$ cat src/rtl/vending_pkg.sv
// Shared encodings and helpers for the multi-slot vending customer engine.
package vending_pkg;

  localparam logic [1:0] MODE_NONE     = 2'd0;
  localparam logic [1:0] MODE_PURCHASE = 2'd1;
  localparam logic [1:0] MODE_RESTOCK  = 2'd2;
  localparam logic [1:0] MODE_COLLECT  = 2'd3;

  typedef enum logic [2:0] {
    S_IDLE,
    S_CHECK,
    S_DISPENSE,
    S_CHANGE,
    S_ERROR
  } state_t;

  // a+b clamped to the largest value representable in w bits
  function automatic logic [31:0] sat_add(input logic [31:0] a, input logic [31:0] b,
                                          input int unsigned w);
    logic [32:0] sum;
    logic [32:0] lim;
    sum = {1'b0, a} + {1'b0, b};
    lim = (33'd1 << w) - 33'd1;
    return (sum > lim) ? lim[31:0] : sum[31:0];
  endfunction

endpackage

$ cat src/rtl/vending_slot_bank.sv
// Per-slot price/supply registers: saturating restock write, single-item
// decrement, and two combinational read ports.
module vending_slot_bank
  import vending_pkg::*;
#(
  parameter int NUM_SLOTS = 4,
  parameter int PRICE_W   = 4,
  parameter int QTY_W     = 4
) (
  input  logic                         clk,
  input  logic                         rst_n,
  input  logic                         wr_en,
  input  logic [$clog2(NUM_SLOTS)-1:0] wr_slot,
  input  logic [QTY_W-1:0]             wr_qty,
  input  logic [PRICE_W-1:0]           wr_price,
  input  logic                         dec_en,
  input  logic [$clog2(NUM_SLOTS)-1:0] dec_slot,
  input  logic [$clog2(NUM_SLOTS)-1:0] rd_a_slot,
  output logic [QTY_W-1:0]             rd_a_supply,
  input  logic [$clog2(NUM_SLOTS)-1:0] rd_b_slot,
  output logic [PRICE_W-1:0]           rd_b_price,
  output logic [QTY_W-1:0]             rd_b_supply
);
  localparam int SW = $clog2(NUM_SLOTS);

  logic [NUM_SLOTS-1:0][PRICE_W-1:0] w_price;
  logic [NUM_SLOTS-1:0][QTY_W-1:0]   w_supply;

  for (genvar g = 0; g < NUM_SLOTS; g++) begin : g_slot
    logic [PRICE_W-1:0] r_price;
    logic [QTY_W-1:0]   r_supply;

    // restock and dispense never overlap: restock only happens from IDLE
    always_ff @(posedge clk or negedge rst_n) begin
      if (!rst_n) begin
        r_price  <= '0;
        r_supply <= '0;
      end else if (wr_en && wr_slot == SW'(g)) begin
        r_supply <= QTY_W'(sat_add(32'(r_supply), 32'(wr_qty), QTY_W));
        if (wr_price != '0) r_price <= wr_price;
      end else if (dec_en && dec_slot == SW'(g)) begin
        r_supply <= r_supply - QTY_W'(1);
      end
    end

    assign w_price[g]  = r_price;
    assign w_supply[g] = r_supply;
  end

  assign rd_a_supply = w_supply[rd_a_slot];
  assign rd_b_price  = w_price[rd_b_slot];
  assign rd_b_supply = w_supply[rd_b_slot];

endmodule

$ cat src/rtl/vending_customer_engine.sv
// Multi-slot vending engine: purchase FSM with per-item dispense handshake,
// machine account, change return, restock and collect requests.
module vending_customer_engine
  import vending_pkg::*;
#(
  parameter int NUM_SLOTS = 4,
  parameter int PRICE_W   = 4,
  parameter int QTY_W     = 4,
  parameter int MONEY_W   = 7,
  parameter int ACC_W     = 9
) (
  input  logic                         clk,
  input  logic                         rst_n,
  input  logic [1:0]                   mode,
  input  logic                         req_valid,
  output logic                         req_ready,
  input  logic [$clog2(NUM_SLOTS)-1:0] slot_sel,
  input  logic [QTY_W-1:0]             amount,
  input  logic [MONEY_W-1:0]           money,
  input  logic [PRICE_W-1:0]           price_in,
  output logic                         disp_valid,
  input  logic                         disp_ready,
  output logic [$clog2(NUM_SLOTS)-1:0] disp_slot,
  output logic                         red_light,
  output logic [MONEY_W-1:0]           change_out,
  output logic                         change_valid,
  output logic                         done,
  output logic [ACC_W-1:0]             machine_acc,
  output logic [QTY_W-1:0]             supply_out
);
  localparam int SW  = $clog2(NUM_SLOTS);
  localparam int CW  = PRICE_W + QTY_W;
  localparam int M1  = (ACC_W > CW) ? ACC_W : CW;
  localparam int XW  = ((M1 > MONEY_W) ? M1 : MONEY_W) + 1;

  state_t r_state, w_next;

  logic [SW-1:0]      r_slot;
  logic [QTY_W-1:0]   r_amount;   // doubles as the remaining-item counter
  logic [MONEY_W-1:0] r_money;
  logic [PRICE_W-1:0] r_price;
  logic [CW-1:0]      r_cost;
  logic [ACC_W-1:0]   r_acc;
  logic [MONEY_W-1:0] r_change;
  logic               r_red, r_cv, r_done;

  logic               w_accept, w_hs, w_fail, w_restock;
  logic [PRICE_W-1:0] w_price_l;
  logic [QTY_W-1:0]   w_supply_l;
  logic [CW-1:0]      w_cost;
  logic [MONEY_W-1:0] w_collect;
  logic [ACC_W-1:0]   w_acc_collect;

  assign req_ready  = (r_state == S_IDLE);
  assign disp_valid = (r_state == S_DISPENSE);
  assign w_accept   = req_valid && req_ready;
  assign w_hs       = disp_valid && disp_ready;
  assign w_restock  = w_accept && (mode == MODE_RESTOCK);

  vending_slot_bank #(
    .NUM_SLOTS (NUM_SLOTS),
    .PRICE_W   (PRICE_W),
    .QTY_W     (QTY_W)
  ) u_bank (
    .clk         (clk),
    .rst_n       (rst_n),
    .wr_en       (w_restock),
    .wr_slot     (slot_sel),
    .wr_qty      (amount),
    .wr_price    (price_in),
    .dec_en      (w_hs),
    .dec_slot    (r_slot),
    .rd_a_slot   (slot_sel),
    .rd_a_supply (supply_out),
    .rd_b_slot   (r_slot),
    .rd_b_price  (w_price_l),
    .rd_b_supply (w_supply_l)
  );

  assign w_cost = CW'(w_price_l) * CW'(r_amount);
  assign w_fail = (r_amount == '0) || (r_amount > w_supply_l) ||
                  (XW'(w_cost) > XW'(r_money)) ||
                  (XW'(r_acc) + XW'(w_cost) >= (XW'(1) << ACC_W));

  // collect pays out what fits in the change port and keeps the rest
  if (ACC_W > MONEY_W) begin : g_collect_trunc
    assign w_collect     = r_acc[MONEY_W-1:0];
    assign w_acc_collect = {r_acc[ACC_W-1:MONEY_W], {MONEY_W{1'b0}}};
  end else begin : g_collect_full
    assign w_collect     = MONEY_W'(r_acc);
    assign w_acc_collect = '0;
  end

  always_ff @(posedge clk or negedge rst_n) begin
    if (!rst_n) r_state <= S_IDLE;
    else        r_state <= w_next;
  end

  always_comb begin
    w_next = r_state;
    case (r_state)
      S_IDLE:     if (w_accept && mode == MODE_PURCHASE) w_next = S_CHECK;
      S_CHECK:    w_next = w_fail ? S_ERROR : S_DISPENSE;
      S_DISPENSE: if (w_hs && r_amount == QTY_W'(1)) w_next = S_CHANGE;
      default:    w_next = S_IDLE;
    endcase
  end

  // strobes are registered so they line up with the ERROR/CHANGE cycle
  always_ff @(posedge clk or negedge rst_n) begin
    if (!rst_n) begin
      r_slot   <= '0;
      r_amount <= '0;
      r_money  <= '0;
      r_price  <= '0;
      r_cost   <= '0;
      r_acc    <= '0;
      r_change <= '0;
      r_red    <= 1'b0;
      r_cv     <= 1'b0;
      r_done   <= 1'b0;
    end else begin
      r_cv   <= 1'b0;
      r_done <= 1'b0;
      case (r_state)
        S_IDLE: if (w_accept) begin
          case (mode)
            MODE_PURCHASE: begin
              r_slot   <= slot_sel;
              r_amount <= amount;
              r_money  <= money;
              r_red    <= 1'b0;
            end
            MODE_RESTOCK: r_done <= 1'b1;
            MODE_COLLECT: begin
              r_change <= w_collect;
              r_acc    <= w_acc_collect;
              r_cv     <= 1'b1;
              r_done   <= 1'b1;
            end
            default: ;
          endcase
        end
        S_CHECK: begin
          r_price <= w_price_l;
          r_cost  <= w_cost;
          if (w_fail) begin
            r_red    <= 1'b1;
            r_change <= r_money;
            r_cv     <= 1'b1;
            r_done   <= 1'b1;
          end
        end
        S_DISPENSE: if (w_hs) begin
          r_acc    <= r_acc + ACC_W'(r_price);
          r_amount <= r_amount - QTY_W'(1);
          if (r_amount == QTY_W'(1)) begin
            r_change <= r_money - MONEY_W'(r_cost);
            r_cv     <= 1'b1;
            r_done   <= 1'b1;
          end
        end
        default: ;
      endcase
    end
  end

  assign disp_slot    = r_slot;
  assign red_light    = r_red;
  assign change_out   = r_change;
  assign change_valid = r_cv;
  assign done         = r_done;
  assign machine_acc  = r_acc;

endmodule

$ cat config.mk
export PLATFORM = sky130hd
export DESIGN_NAME = vending_customer_engine
export DESIGN_NICKNAME = d
export VERILOG_FILES = /design/src/rtl/vending_pkg.sv /design/src/rtl/vending_slot_bank.sv /design/src/rtl/vending_customer_engine.sv
export SDC_FILE = /design/constraint.sdc
export NUM_CORES = 1
export LEC_CHECK = 0
export CORE_ASPECT_RATIO = 1.25
export CORE_MARGIN = 5
export CORE_UTILIZATION = 59
export CTS_CLUSTER_DIAMETER = 200
export CTS_CLUSTER_SIZE = 20
export DETAILED_ROUTE_END_ITERATION = 6
export PLACE_DENSITY_LB_ADDON = 0.25
export SLEW_MARGIN = 20
export SYNTH_ARGS = -nofsm -noshare
export SYNTH_HDL_FRONTEND = slang
export SYNTH_HIERARCHICAL = 1
export SYNTH_SLANG_ARGS = --single-unit
$ cat constraint.sdc
create_clock -name clk -period 5.7 [get_ports clk]
set_input_delay 1.425 -clock clk [delete_from_list [all_inputs] [get_ports clk]]
set_output_delay 1.425 -clock clk [all_outputs]
set_load 0.005 [all_outputs]
==> results.toml, run 1 <==
[placed_design]
hpwl_mm = 10.5
port_buffers = 49
gp_congestion = 0.833

[floorplanning]
num_rows = 40
ios = 50
dieWidth_um = 97.9
chipHeight_um = 120
coreArea_um2 = 9510
dieArea_um2 = 11700
start_util = 0.599

[cts]
hold_buffers = 0
clock_path_buffers = 2
path_clk_slew_ns = 0.06
cts_tree = "yes"
post-cts-setup-buffer-count = 0
cts_buffers = 9
cts_resized = 0
cts_max_level = 3
worstSkewPairLatency_ns = 0.33
clock_sinks = 78
cts_root_buffer = "clkbuf_16"

[pwr]
comb_power_share = 0.532
swShare = 0.404
p_int_mw = 2.32
p_total_mw = 3.89
powerDensity_nw_per_um2 = 580
p_leak_nw = 3.11
p_sw_mw = 1.57
power_frac_seq = 0.277
clockPowerShare = 0.191
peakVddDrop_v = 0.000291

[status]
outcome = "complete, no violations"

[global_routing]
grt_pass1_vias = 4936
grt.overflow.total = 0
grt_use_total = 0.253
grt_pass1_wl_mm = 23.9
grt_start_max_net_pins = 79
antenna_found_initial = 0

[synthesis]
async_flop_share = 1.00
ys.flop_type = "dfrtp_1"
syn_area_um2 = 5690
synth_nets = 682
synth_top_cell_by_area = "dfrtp_1"
ys_ff_latch = 78
synth_seq_area_share = 0.343
avgSynthCellArea_um2 = 9.73
syn_inst = 585
synth-edff-count = 0
yosys-top-cells-area = "dfrtp_1 (34%), ha_1 (14%), mux4_2 (4.7%), nand2_1 (4.7%), o21ai_0 (4.0%)"
synthDistinctLibCells = 56
ys.warnings.count = 6
synth_top_area_share = 0.343

[layout]
multi_input_area_um2 = 3520
n_antenna_cell = 0
mostFrequentLayoutCells = "dfrtp_1 (78), nand2_1 (71), ha_1 (64)"
fillers = 710
final_common_cell = "dfrtp_1"
drive_above_1_share = 0.0889
layout-area-overhead-vs-synth_pct = 17.8
nNetsFinal = 734
layout.area.seq_um2 = 1950

[worst_setup_path]
r2r_end = "change_out[4]$_DFFE_PN0P_"
slowest_delay_ns = 0.72
critical_path_class = "reg -> reg"
crit_top_cell = "fa_1"
reg2reg_from = "disp_slot[1]$_DFFE_PN0P_"
crit_cells = 15
cp-end-kind = "flip-flop"
crit_fanout = 17
critical_path_required_ns = 5.91
rrSetupSlack_ns = 0.58
crit_path_end = "change_out[4]$_DFFE_PN0P_"
arrival_ns = 5.34
startpoint = "disp_slot[1]$_DFFE_PN0P_"
start_kind = "flip-flop"
slowest_stage = "dfrtp_1"
cp_num_buf_inv = 1
crit_chain = "mux4_2 > nand2_1 > fa_1 > inv_1 > fa_1 > fa_1 > a21o_1 > a21oi_1 > xnor2_1 > ha_1 > o22a_1 > a21oi_2 > a31oi_2 > nor3_4 > mux2_2"
rr_worst_depth = 15
path_delay_family = "adder cells"

[sta]
finalCriticalPeriod_ns = 5.12
maxSlewHeadroom = 0.388
skew_ns = 0.00613
final.setup.tns_ns = 0
maxSlewViolCount = 0
max_freq_mhz = 195
rsz0062_at_grt = "false"
finalCritPeriodShare = 0.899
worstMarginPinSlew_ns = 0.917
hold_viol = 0
finalSetupViolCount = 0

[detailed_routing]
final_antenna_net_count = 0
dr.first_iter.drc_count = 227
drt_wl_total_mm = 14.1
first_pass_iters = 5
drc_errors = 0
via_count = 4713
wl_per_cell_um = 18.3
via_per_inst = 6.14

[job]
max_cap_viol_count = 0

[worst_hold_path]
hp-class = "reg -> reg"
## cells by family after synthesis
| kind of cell | count (synthesis) | share of synthesized area |
|---|---|---|
| flip-flops | 78 | 0.343 |
| multiplexers | 30 | 0.0827 |
| AND/OR/NAND/NOR | 188 | 0.170 |
| AO/OA/AOI/OAI | 139 | 0.163 |
| XOR/XNOR | 18 | 0.0277 |
| buffers and inverters | 58 | 0.0385 |
| adder cells (fa/ha/maj) | 74 | 0.176 |
## routing by layer
layer	track usage	part of all wire	vias to the layer above
met3	0.0436	0.055	34
met4	0.124	0.037	0
met1	0.289	0.38	2291
li1	-	-	2219
met2	0.454	0.53	169
met5	0	0	-
## cells in the mapped netlist (2+ instances only)
| master | n |
|---|---|
| a22o_1 | 24 |
| o31ai_1 | 2 |
| o21ai_0 | 45 |
| mux2_2 | 16 |
| a22oi_1 | 11 |
| and3_1 | 4 |
| a21oi_1 | 23 |
| o21ai_1 | 2 |
| xnor2_1 | 12 |
| dfrtp_1 | 78 |
| o211ai_1 | 3 |
| nor2_1 | 27 |
| nand3b_1 | 5 |
| a211oi_1 | 3 |
| nand2_1 | 71 |
| nor4_1 | 3 |
| nor3_1 | 11 |
| nand4_1 | 3 |
| or3_1 | 8 |
| xor2_1 | 6 |
| a31oi_1 | 3 |
| nor2b_1 | 11 |
| ha_1 | 64 |
| o21a_1 | 2 |
| mux2i_1 | 2 |
| nor4b_1 | 2 |
| nand4b_1 | 2 |
| mux4_2 | 12 |
| nand3_1 | 12 |
| and2_1 | 14 |
| o221ai_1 | 2 |
| a21o_1 | 4 |
| inv_1 | 47 |
| fa_1 | 10 |
| o2bb2ai_1 | 4 |
| a21o_2 | 2 |
| clkbuf_1 | 10 |
| nor3b_1 | 7 |
## registers in the layout (all words and copies together) (netlist names), 3 cells and up
| name | cells |
|---|---|
| change_out | 7 |
| machine_acc | 9 |
| r_amount | 4 |
| r_cost | 7 |
| r_money | 7 |
| r_price | 4 |
| r_state | 3 |
| u_bank/g_slot.r_price | 16 |
| u_bank/g_slot.r_supply | 16 |
## stage by stage
step                utilization  std cells  cell area (um2)  hold WS [ns]  setup slack, ns
finish                    0.705        767             6710         0.484            0.577
global placement          0.664        752             6320         0.465            0.713
floorplan                     -        585             5690         0.450            0.854
detailed placement        0.664        752             6320         0.472            0.592
global route              0.705        767             6710         0.514            0.283
CTS                       0.705        767             6700         0.487            0.554
## worst register-to-register path, stage by stage (launching register included)
cell,delay (ns)
dfrtp_1,0.72
mux4_2,0.37
nand2_1,0.09
fa_1,0.54
inv_1,0.05
fa_1,0.53
fa_1,0.48
a21o_1,0.17
a21oi_1,0.18
xnor2_1,0.21
ha_1,0.31
o22a_1,0.22
a21oi_2,0.18
a31oi_2,0.17
nor3_4,0.38
mux2_2,0.39
## how the worst min path moves through the flow
stage               slack [ns]  depth (start not counted)              startpoint                      to
global route              0.51                          2  r_price[3]$_DFFE_PN0P_  r_price[3]$_DFFE_PN0P_
CTS                       0.49                          2  r_price[0]$_DFFE_PN0P_  r_price[0]$_DFFE_PN0P_
global placement          0.47                          2  r_price[3]$_DFFE_PN0P_  r_price[3]$_DFFE_PN0P_
finish                    0.48                          2  r_price[0]$_DFFE_PN0P_  r_price[0]$_DFFE_PN0P_
floorplan                 0.45                          2  r_price[3]$_DFFE_PN0P_  r_price[3]$_DFFE_PN0P_
detailed placement        0.47                          2  r_price[0]$_DFFE_PN0P_  r_price[0]$_DFFE_PN0P_
## final cells by class
type | count | area share
Clock inverter | 6 | 0.0237
Sequential cell | 78 | 0.291
Inverter | 47 | 0.0263
Multi-Input combinational cell | 449 | 0.525
Tap cell | 126 | 0.0235
Clock buffer | 9 | 0.0336
Timing Repair Buffer | 52 | 0.0767
## power by group through the flow
stage	Sequential (mW)	Combinational (mW)	Clock [mW]
final	1.08	2.07	0.743
after global routing	1.11	2.36	0.774
after CTS	1.07	2.08	0.754
after detailed placement	1.08	2.04	0
after global placement	1.07	1.95	0
after floorplan	0.973	1.51	0
Power figures use the tool's default switching activity.
==> run 2, diff against run 1 <==
--- a/config.mk
+++ b/config.mk
@@ -11,6 +11,7 @@
 export CTS_CLUSTER_DIAMETER = 200
 export CTS_CLUSTER_SIZE = 20
 export DETAILED_ROUTE_END_ITERATION = 6
+export GPL_TIMING_DRIVEN = 0
 export PLACE_DENSITY_LB_ADDON = 0.25
 export SLEW_MARGIN = 20
 export SYNTH_ARGS = -nofsm -noshare
==> results.toml, run 2 (synthesis results as in run 1) <==
[status]
outcome = "complete, no violations"

[global_routing]
grt_pass1_vias = 5159
grt_use_total = 0.257
grt.overflow.total = 0
met3_usage = 0.0279
antenna_found_initial = 0
busiest_layer = "met2"
met2_usage = 0.474
grt_start_max_net_pins = 43
grt_pass1_wl_mm = 24.1
met1_usage = 0.277

[sta]
finalCritPeriodShare = 0.960
skew_ns = 0.00751
maxSlewViolCount = 0
max_freq_mhz = 183
final.setup.tns_ns = 0
maxSlewHeadroom = 0.497
worstMarginPinSlew_ns = 0.750
rsz0062_at_grt = "false"
hold_viol = 0
finalCriticalPeriod_ns = 5.47
finalSetupViolCount = 0

[placed_design]
hpwl_mm = 11.1
port_buffers = 49
gp_congestion = 0.907
place_area_um2 = 6360

[detailed_routing]
first_pass_iters = 4
via_count = 4798
dr.first_iter.drc_count = 249
drc_errors = 0
drt_wl_total_mm = 14.5
final_antenna_net_count = 0
via_per_inst = 6.18
wl_per_cell_um = 18.6

[pwr]
powerDensity_nw_per_um2 = 567
p_sw_mw = 1.62
swShare = 0.430
peakVddDrop_v = 0.000263
power_frac_seq = 0.280
comb_power_share = 0.562
clockPowerShare = 0.158
p_leak_nw = 3.08
p_int_mw = 2.15

[cts]
cts_root_buffer = "clkbuf_16"
hold_buffers = 0
cts_tree = "yes"
post-cts-setup-buffer-count = 0
cts_buffers = 9
cts_resized = 0
clock_path_buffers = 2
worstSkewPairLatency_ns = 0.35
path_clk_slew_ns = 0.06
clock_sinks = 78
cts_max_level = 3

[worst_setup_path]
critical_path_required_ns = 5.93
startpoint = "disp_slot[0]$_DFFE_PN0P_"
arrival_ns = 5.71
r2r_end = "change_out[0]$_DFFE_PN0P_"
rr_worst_depth = 16
cp-end-kind = "flip-flop"
crit_path_end = "change_out[0]$_DFFE_PN0P_"
start_kind = "flip-flop"
critical_path_class = "reg -> reg"
reg2reg_from = "disp_slot[0]$_DFFE_PN0P_"
rrSetupSlack_ns = 0.23
crit_fanout = 10

[layout]
n_antenna_cell = 0
drive_above_1_share = 0.0891
layout-area-overhead-vs-synth_pct = 17.1
final_area_um2 = 6660
mostFrequentLayoutCells = "dfrtp_1 (78), nand2_1 (71), ha_1 (64)"
nNetsFinal = 743
final_common_cell = "dfrtp_1"

[floorplanning]
ios = 50
num_rows = 40
coreArea_um2 = 9510
dieWidth_um = 97.9
dieArea_um2 = 11700
chipHeight_um = 120
start_util = 0.599

[job]
max_cap_viol_count = 0

[worst_hold_path]
holdCritStartpoint = "r_price[2]$_DFFE_PN0P_"
hold_depth = 2
hp-class = "reg -> reg"
[run 2: cell types whose count changed in the layout (fill, tap and decap cells not counted)]
cell,change
buf_12,+1
buf_2,+1
buf_4,-2
buf_6,-1
bufinv_16,-4
clkbuf_1,+9
clkbuf_2,+1
clkinvlp_4,+2
inv_6,+3
[run 2: worst max-delay path, stage by stage (launching register included)]
cell and delay (ns):
dfrtp_1 0.51, buf_2 0.34, mux4_2 0.60, nand2_1 0.12, fa_1 0.41, inv_1 0.09
fa_1 0.43, fa_1 0.48, a21o_1 0.17, a21oi_1 0.16, xnor2_1 0.24, ha_1 0.34
o22a_1 0.23, a21oi_2 0.21, a31oi_2 0.18, nor3_4 0.43, mux2_2 0.39
[run 2: power groups by stage]
stage | Combinational [mW] | Clock (mW) | Sequential, mW
6_report | 2.12 | 0.597 | 1.06
5_1_grt | 2.39 | 0.629 | 1.09
4_1_cts | 2.12 | 0.599 | 1.05
3_5_place_dp | 2.09 | 0 | 1.06
3_3_place_gp | 1.98 | 0 | 1.05
2_1_floorplan | 1.51 | 0 | 0.973
[run 2: layout make-up]
| cell class | instances | area [um2] |
|---|---|---|
| buffer | 11 | 43.8 |
| clock buffer | 9 | 225 |
| clock inverter | 7 | 80.1 |
| fill | 728 | 2850 |
| inverter | 47 | 176 |
| multi-input combinational | 449 | 3520 |
| sequential | 78 | 1950 |
| tap | 126 | 158 |
| timing repair buffer | 50 | 508 |
[run 2: worst min-delay path by stage]
stage | to | slack (ns)
2_1_floorplan | r_price[3]$_DFFE_PN0P_ | 0.45
3_3_place_gp | r_price[2]$_DFFE_PN0P_ | 0.47
3_5_place_dp | r_price[2]$_DFFE_PN0P_ | 0.47
4_1_cts | r_price[2]$_DFFE_PN0P_ | 0.49
5_1_grt | r_price[2]$_DFFE_PN0P_ | 0.49
6_report | r_price[2]$_DFFE_PN0P_ | 0.49
[run 2: metal layers]
| metal | part of all wire | wire length (um) |
|---|---|---|
| met2 | 0.53 | 7730 |
| met1 | 0.38 | 5450 |
| met4 | 0.046 | 668 |
| met3 | 0.044 | 630 |
| met5 | 0 | 0 |
[run 2: stage by stage]
stage / power, mW / hold slack (ns) / setup slack, ns / cells / util
2_1_floorplan: 2.48 / 0.450 / 0.854 / 585 / -
3_3_place_gp: 3.03 / 0.467 / 0.276 / 760 / 0.667
3_5_place_dp: 3.15 / 0.471 / 0.266 / 761 / 0.669
4_1_cts: 3.77 / 0.487 / 0.232 / 777 / 0.701
5_1_grt: 4.11 / 0.494 / 0.0349 / 777 / 0.701
6_report: 3.78 / 0.487 / 0.226 / 777 / 0.701
==> run 3, diff against run 2 <==
--- a/config.mk
+++ b/config.mk
@@ -8,6 +8,7 @@
 export CORE_ASPECT_RATIO = 1.25
 export CORE_MARGIN = 5
 export CORE_UTILIZATION = 59
+export CTS_BUF_LIST = sky130_fd_sc_hd__clkbuf_16
 export CTS_CLUSTER_DIAMETER = 200
 export CTS_CLUSTER_SIZE = 20
 export DETAILED_ROUTE_END_ITERATION = 6
==> results of run 3 <==
The final DEF is identical to that of run 2; final timing and power are the same.
